<file path="config.mk">
export PLATFORM = sky130hd
export DESIGN_NAME = iob_assim_sync_fifo_flat
export DESIGN_NICKNAME = d
export VERILOG_FILES = /design/src/rtl/iob_assim_sync_fifo_if.sv /design/src/rtl/iob_assim_sync_fifo.sv /design/src/flat_wrapper.sv
export SDC_FILE = /design/constraint.sdc
export NUM_CORES = 1
export LEC_CHECK = 0
export CAP_MARGIN = 20
export CORE_MARGIN = 8
export CORE_UTILIZATION = 50
export DETAILED_ROUTE_END_ITERATION = 6
export GPL_TIMING_DRIVEN = 1
export PLACE_DENSITY = 0.77
export SLEW_MARGIN = 15
export SYNTH_ARGS = -nofsm -noshare
export SYNTH_HDL_FRONTEND = slang
export SYNTH_SLANG_ARGS = --single-unit
</file>
<file path="constraint.sdc">
create_clock -name clk -period 3.3 [get_ports clk]
set_clock_uncertainty 0.05 [all_clocks]
set_input_delay 0.33 -clock clk [delete_from_list [all_inputs] [get_ports clk]]
set_output_delay 0.33 -clock clk [all_outputs]
set_load 0.1 [all_outputs]
</file>
<file path="src/rtl/iob_assim_sync_fifo_if.sv">
// Handshake bundle for the asymmetric-width FIFO: write port, read port and fill level.
// master = producer/consumer side, slave = FIFO side.
interface iob_assim_sync_fifo_if #(
   parameter int W_DATA_W = 16,
   parameter int R_DATA_W = 8,
   parameter int ADDR_W   = 4
);
   logic                w_en;
   logic [W_DATA_W-1:0] w_data;
   logic                w_full;
   logic                r_en;
   logic [R_DATA_W-1:0] r_data;
   logic                r_empty;
   logic [ADDR_W:0]     level;

   modport master (
      output w_en, w_data, r_en,
      input  w_full, r_data, r_empty, level
   );

   modport slave (
      input  w_en, w_data, r_en,
      output w_full, r_data, r_empty, level
   );
endinterface

</file>
<file path="src/rtl/iob_assim_sync_fifo.sv">
// Single-clock FIFO bridging unequal write/read widths over an array of narrow entries.
// Latency: r_data registered 1 cycle after an accepted r_en; a write is readable the next cycle.
// Backpressure: w_full/r_empty gate w_en/r_en; rejected requests change nothing.
module iob_assim_sync_fifo #(
   parameter int W_DATA_W = 16,
   parameter int R_DATA_W = 8,
   parameter int ADDR_W   = 4
) (
   input  logic                 clk,
   input  logic                 rst,
   iob_assim_sync_fifo_if.slave fifo_if
);
   localparam int MIN_W   = (W_DATA_W < R_DATA_W) ? W_DATA_W : R_DATA_W;
   localparam int MAX_W   = (W_DATA_W < R_DATA_W) ? R_DATA_W : W_DATA_W;
   localparam int W_RATIO = W_DATA_W / MIN_W;
   localparam int R_RATIO = R_DATA_W / MIN_W;
   localparam int RATIO   = MAX_W / MIN_W;
   localparam int DEPTH   = 1 << ADDR_W;

   localparam logic [ADDR_W:0]   FULL_THR = (ADDR_W+1)'(DEPTH - W_RATIO);
   localparam logic [ADDR_W:0]   W_INC    = (ADDR_W+1)'(W_RATIO);
   localparam logic [ADDR_W:0]   R_DEC    = (ADDR_W+1)'(R_RATIO);
   localparam logic [ADDR_W-1:0] W_STEP   = ADDR_W'(W_RATIO);
   localparam logic [ADDR_W-1:0] R_STEP   = ADDR_W'(R_RATIO);

   generate
      if ((MAX_W % MIN_W) != 0 || (RATIO & (RATIO - 1)) != 0 || DEPTH < RATIO) begin : g_bad_params
         $error("iob_assim_sync_fifo: width ratio must be a power of two no larger than the depth");
      end
   endgenerate

   logic [MIN_W-1:0]    mem [DEPTH];
   logic [ADDR_W-1:0]   wptr;
   logic [ADDR_W-1:0]   rptr;
   logic [ADDR_W:0]     level_q;
   logic [R_DATA_W-1:0] r_data_q;
   logic                w_full;
   logic                r_empty;
   logic                w_acc;
   logic                r_acc;

   // Flags come from the registered level, so a same-cycle write is never visible to the reader.
   assign w_full  = (level_q > FULL_THR);
   assign r_empty = (level_q < R_DEC);
   assign w_acc   = fifo_if.w_en & ~w_full;
   assign r_acc   = fifo_if.r_en & ~r_empty;

   assign fifo_if.w_full  = w_full;
   assign fifo_if.r_empty = r_empty;
   assign fifo_if.level   = level_q;
   assign fifo_if.r_data  = r_data_q;

   // Storage is not reset; reset only discards it by clearing the pointers and level.
   always_ff @(posedge clk) begin
      if (!rst && w_acc) begin
         for (int i = 0; i < W_RATIO; i++) begin
            mem[wptr + ADDR_W'(i)] <= fifo_if.w_data[i*MIN_W +: MIN_W];
         end
      end
   end

   always_ff @(posedge clk) begin
      if (rst) begin
         wptr     <= '0;
         rptr     <= '0;
         level_q  <= '0;
         r_data_q <= '0;
      end else begin
         if (w_acc) begin
            wptr <= wptr + W_STEP;
         end
         if (r_acc) begin
            rptr <= rptr + R_STEP;
            // Lowest slice takes the oldest entry: little-endian packing.
            for (int j = 0; j < R_RATIO; j++) begin
               r_data_q[j*MIN_W +: MIN_W] <= mem[rptr + ADDR_W'(j)];
            end
         end
         level_q <= level_q + (w_acc ? W_INC : '0) - (r_acc ? R_DEC : '0);
      end
   end
endmodule
</file>
<file path="src/flat_wrapper.sv">
// flat-port wrapper written by rule: the top's interface ports become plain ports
module iob_assim_sync_fifo_flat 
#(
   parameter int W_DATA_W = 16,
   parameter int R_DATA_W = 8,
   parameter int ADDR_W   = 4
)
  (clk, rst, fifo_if_w_en, fifo_if_w_data, fifo_if_r_en, fifo_if_w_full, fifo_if_r_data, fifo_if_r_empty, fifo_if_level);
  iob_assim_sync_fifo_if #(.W_DATA_W(W_DATA_W), .R_DATA_W(R_DATA_W), .ADDR_W(ADDR_W)) fifo_if_i ();
  input  logic clk;
  input  logic rst;
  input wire logic [$bits(fifo_if_i.w_en)-1:0] fifo_if_w_en;
  input wire logic [$bits(fifo_if_i.w_data)-1:0] fifo_if_w_data;
  input wire logic [$bits(fifo_if_i.r_en)-1:0] fifo_if_r_en;
  output wire logic [$bits(fifo_if_i.w_full)-1:0] fifo_if_w_full;
  output wire logic [$bits(fifo_if_i.r_data)-1:0] fifo_if_r_data;
  output wire logic [$bits(fifo_if_i.r_empty)-1:0] fifo_if_r_empty;
  output wire logic [$bits(fifo_if_i.level)-1:0] fifo_if_level;
  assign fifo_if_i.w_en = fifo_if_w_en;
  assign fifo_if_i.w_data = fifo_if_w_data;
  assign fifo_if_i.r_en = fifo_if_r_en;
  assign fifo_if_w_full = fifo_if_i.w_full;
  assign fifo_if_r_data = fifo_if_i.r_data;
  assign fifo_if_r_empty = fifo_if_i.r_empty;
  assign fifo_if_level = fifo_if_i.level;
  iob_assim_sync_fifo #(.W_DATA_W(W_DATA_W), .R_DATA_W(R_DATA_W), .ADDR_W(ADDR_W)) u_core (.clk(clk), .rst(rst), .fifo_if(fifo_if_i));
endmodule
</file>
==> results.yml <==
drt:
  vias: 2956
  dr.pass1.iters: 4
  viasPerCell: 5.75
  drtIter0Drc: 232
  drc_errors: 0
  wirelength_um: 11000
  wl_per_cell_um: 21.4
  final_antenna_net_count: 0
timing:
  setup_viol: 0
  relSlewSlack_pct: 34.6
  post-route-period-util_pct: 78.2
  fin_tns_setup_ns: 0
  min_period_ns: 2.58
  hold_viol_final: 0
  setup_ws_ns: 0.721
  rsz0062_at_grt: "false"
  tightest_slew_ns: 0.978
  fmax_mhz: 388
  drv_slew: 0
layout:
  multi_input_area_sq_mm: 0.00155
  final_common_cell: "edfxtp_1"
  regArea_sq_mm: 0.00425
  fin_area_sq_mm: 0.00707
  finalNetCount: 390
  syn2layout_area_growth_pct: 19.5
  final_cell_mix: "128 x edfxtp_1, 32 x mux4_2, 32 x clkdlybuf4s50_1"
  fillers: 793
  post-route-util_pct: 61.6
  drive_gt1_share_pct: 25.9
  diodes: 0
cts:
  clock_latency_ns: 0.42
  cts-htree-levels: 4
  post_cts_buffers: 0
  clock-sinks: 148
  cts_resized: 0
  cts_made_buffers: 17
  clk_pin_slew_ns: 0.06
  cts_root_buffer: "clkbuf_16"
  cts_hold_buf: 0
  cts_tree: "yes"
  clk_path_buf_depth: 2
pwr:
  comb_power_share_pct: 26.5
  ir_drop_v: 0.000624
  pwr-share-clk_pct: 33.0
  p_sw_mw: 1.80
  seqPwrFrac_pct: 40.5
  p_per_area_mw_per_mm2: 802
  p_int_mw: 3.87
  swShare_pct: 31.7
  p_leak_nw: 2.32
global_route:
  overflow: 0
  grt_pass1_wl_um: 17800
  antenna_found_initial: 0
  grt_pass1_vias: 3165
  track_usage_pct: 15.2
  grt_max_degree: 35
placement:
  gp_congestion: 0.708
  pre_cts_slack_ns: 0.709
  post_dp_cell_area_sq_mm: 0.00649
  hpwl_um: 6780
  port_buffers: 34
critical_path:
  crit_fanout: 8
  criticalPathCategory: "flip-flop to flip-flop"
  crit_required_ns: 3.55
  end_kind: "flip-flop"
  worst-endpoint-arrival_ns: 2.83
  critPathLaunchType: "flip-flop"
floorplan:
  row_count: 39
  die_y_um: 125
  die_w_um: 125
  coreArea_sq_mm: 0.0115
  initial_core_util_pct: 51.6
  die_area_sq_mm: 0.0156
  pin_count: 35
logic_synthesis:
  yosysWarnings: 0
  ys_ff_latch: 148
  syn_area_per_cell_sq_um: 19.6
  syn-num-nets: 334
  synth.cell_area_sq_mm: 0.00591
  synthCells: 302
  ys_seq_area_share_pct: 71.8
  synth.distinct_cells: 33
run:
  drv_cap: 0
outcome:
  status: "finished clean"
min_path:
  hold_path.class: "flip-flop to flip-flop"
## area by class of cell
| class | instances | share of cell area [%] |
|---|---|---|
| Tap cell | 143 | 2.53 |
| Inverter | 13 | 0.691 |
| Multi-Input combinational cell | 128 | 21.9 |
| Timing Repair Buffer | 50 | 6.62 |
| Clock inverter | 11 | 1.91 |
| Clock buffer | 21 | 6.23 |
| Sequential cell | 148 | 60.1 |
## synthesized netlist by cell type
library cell  instances  area [sq um]
o2111ai_1             1          8.76
nand3_1              11          55.1
nor3_1                4          20.0
xor2_1                2          17.5
or3_1                 2          12.5
buf_6                 4          45.0
a21oi_1               1          5.00
mux2i_1              18           180
clkbuf_1              2          7.51
o21ai_1               1          5.00
o221ai_2              8           120
inv_1                11          41.3
nand3_4               1          17.5
ha_1                 11           138
a21o_1                1          7.51
buf_2                 6          30.0
dfxtp_1              20           400
edfxtp_1            128          3840
o211ai_2              1          12.5
o31ai_1               1          7.51
xnor2_1               5          43.8
o31a_2                1          10.0
nor2b_1               3          18.8
buf_4                 1          7.51
o21ai_4               1          16.3
a211oi_1              1          7.51
fa_1                  1          20.0
o211ai_1              1          7.51
nand2_1               2          7.51
nor2_1               17          63.8
or2_1                 1          6.26
inv_2                 2          7.51
mux4_2               32           721
## through the flow
| step | power, mW | instances | hold WS, ns |
|---|---|---|---|
| floorplan | 3.49 | 302 | 0.379 |
| global placement | 3.81 | 482 | 0.439 |
| detailed placement | 3.84 | 482 | 0.456 |
| CTS | 5.72 | 514 | 0.472 |
| global route | 5.91 | 514 | 0.503 |
| finish | 5.67 | 514 | 0.472 |
## final timing paths
check	start	to	slack (ns)	cells after the start
worst max register to register	u_core.fifo_if.level[2]	u_core.fifo_if.level[3]	0.72	9
worst min-delay path	u_core.fifo_if.r_data[5]	u_core.fifo_if.r_data[5]	0.47	2
worst min register to register	u_core.fifo_if.r_data[5]	u_core.fifo_if.r_data[5]	0.47	2
worst max-delay path	u_core.fifo_if.level[2]	u_core.fifo_if.level[3]	0.72	9
## logic make-up after synthesis
| logic type | count (synthesis) | share of synthesized area (%) |
|---|---|---|
| AOI/OAI and AO/OA | 18 | 3.51 |
| xor gates and xnor gates | 7 | 1.04 |
| adders and majority gates | 12 | 2.67 |
| buffers and inverters | 26 | 2.35 |
| DFF | 148 | 71.8 |
| muxes | 50 | 15.2 |
| and+or+nand+nor | 41 | 3.41 |
## power groups by stage
| stage | clock network, mW | registers [mW] | logic, mW |
|---|---|---|---|
| after global placement | 0 | 2.32 | 1.49 |
| final | 1.87 | 2.29 | 1.50 |
| after global routing | 1.99 | 2.31 | 1.60 |
| after CTS | 1.91 | 2.30 | 1.52 |
| after floorplan | 0 | 2.65 | 0.837 |
| after detailed placement | 0 | 2.33 | 1.51 |
## state kept, by name, indices dropped and copies added (netlist names)
register	cells
u_core.fifo_if.level	5
u_core.wptr	3
u_core.fifo_if.r_data	8
u_core.rptr	4
u_core.mem	128
## per-layer routing
layer	global-route usage [%]	vias up	wire (um)	part of all wire [%]
li1	-	1326	-	-
met1	18.6	1510	4520	41
met2	24.3	107	5580	51
met3	4.47	13	718	6.5
met4	7.02	0	177	1.6
met5	0	-	0	0
## critical path: stages, from the launching register on
cell      delay, ns
dfxtp_1        0.46
ha_1           0.19
nor2b_1        0.26
o211ai_2       0.28
ha_1           0.37
inv_1          0.04
ha_1           0.21
fa_1           0.39
xnor2_1        0.16
nor2_1         0.05
Note: power is estimated with default switching activity, not from simulation.
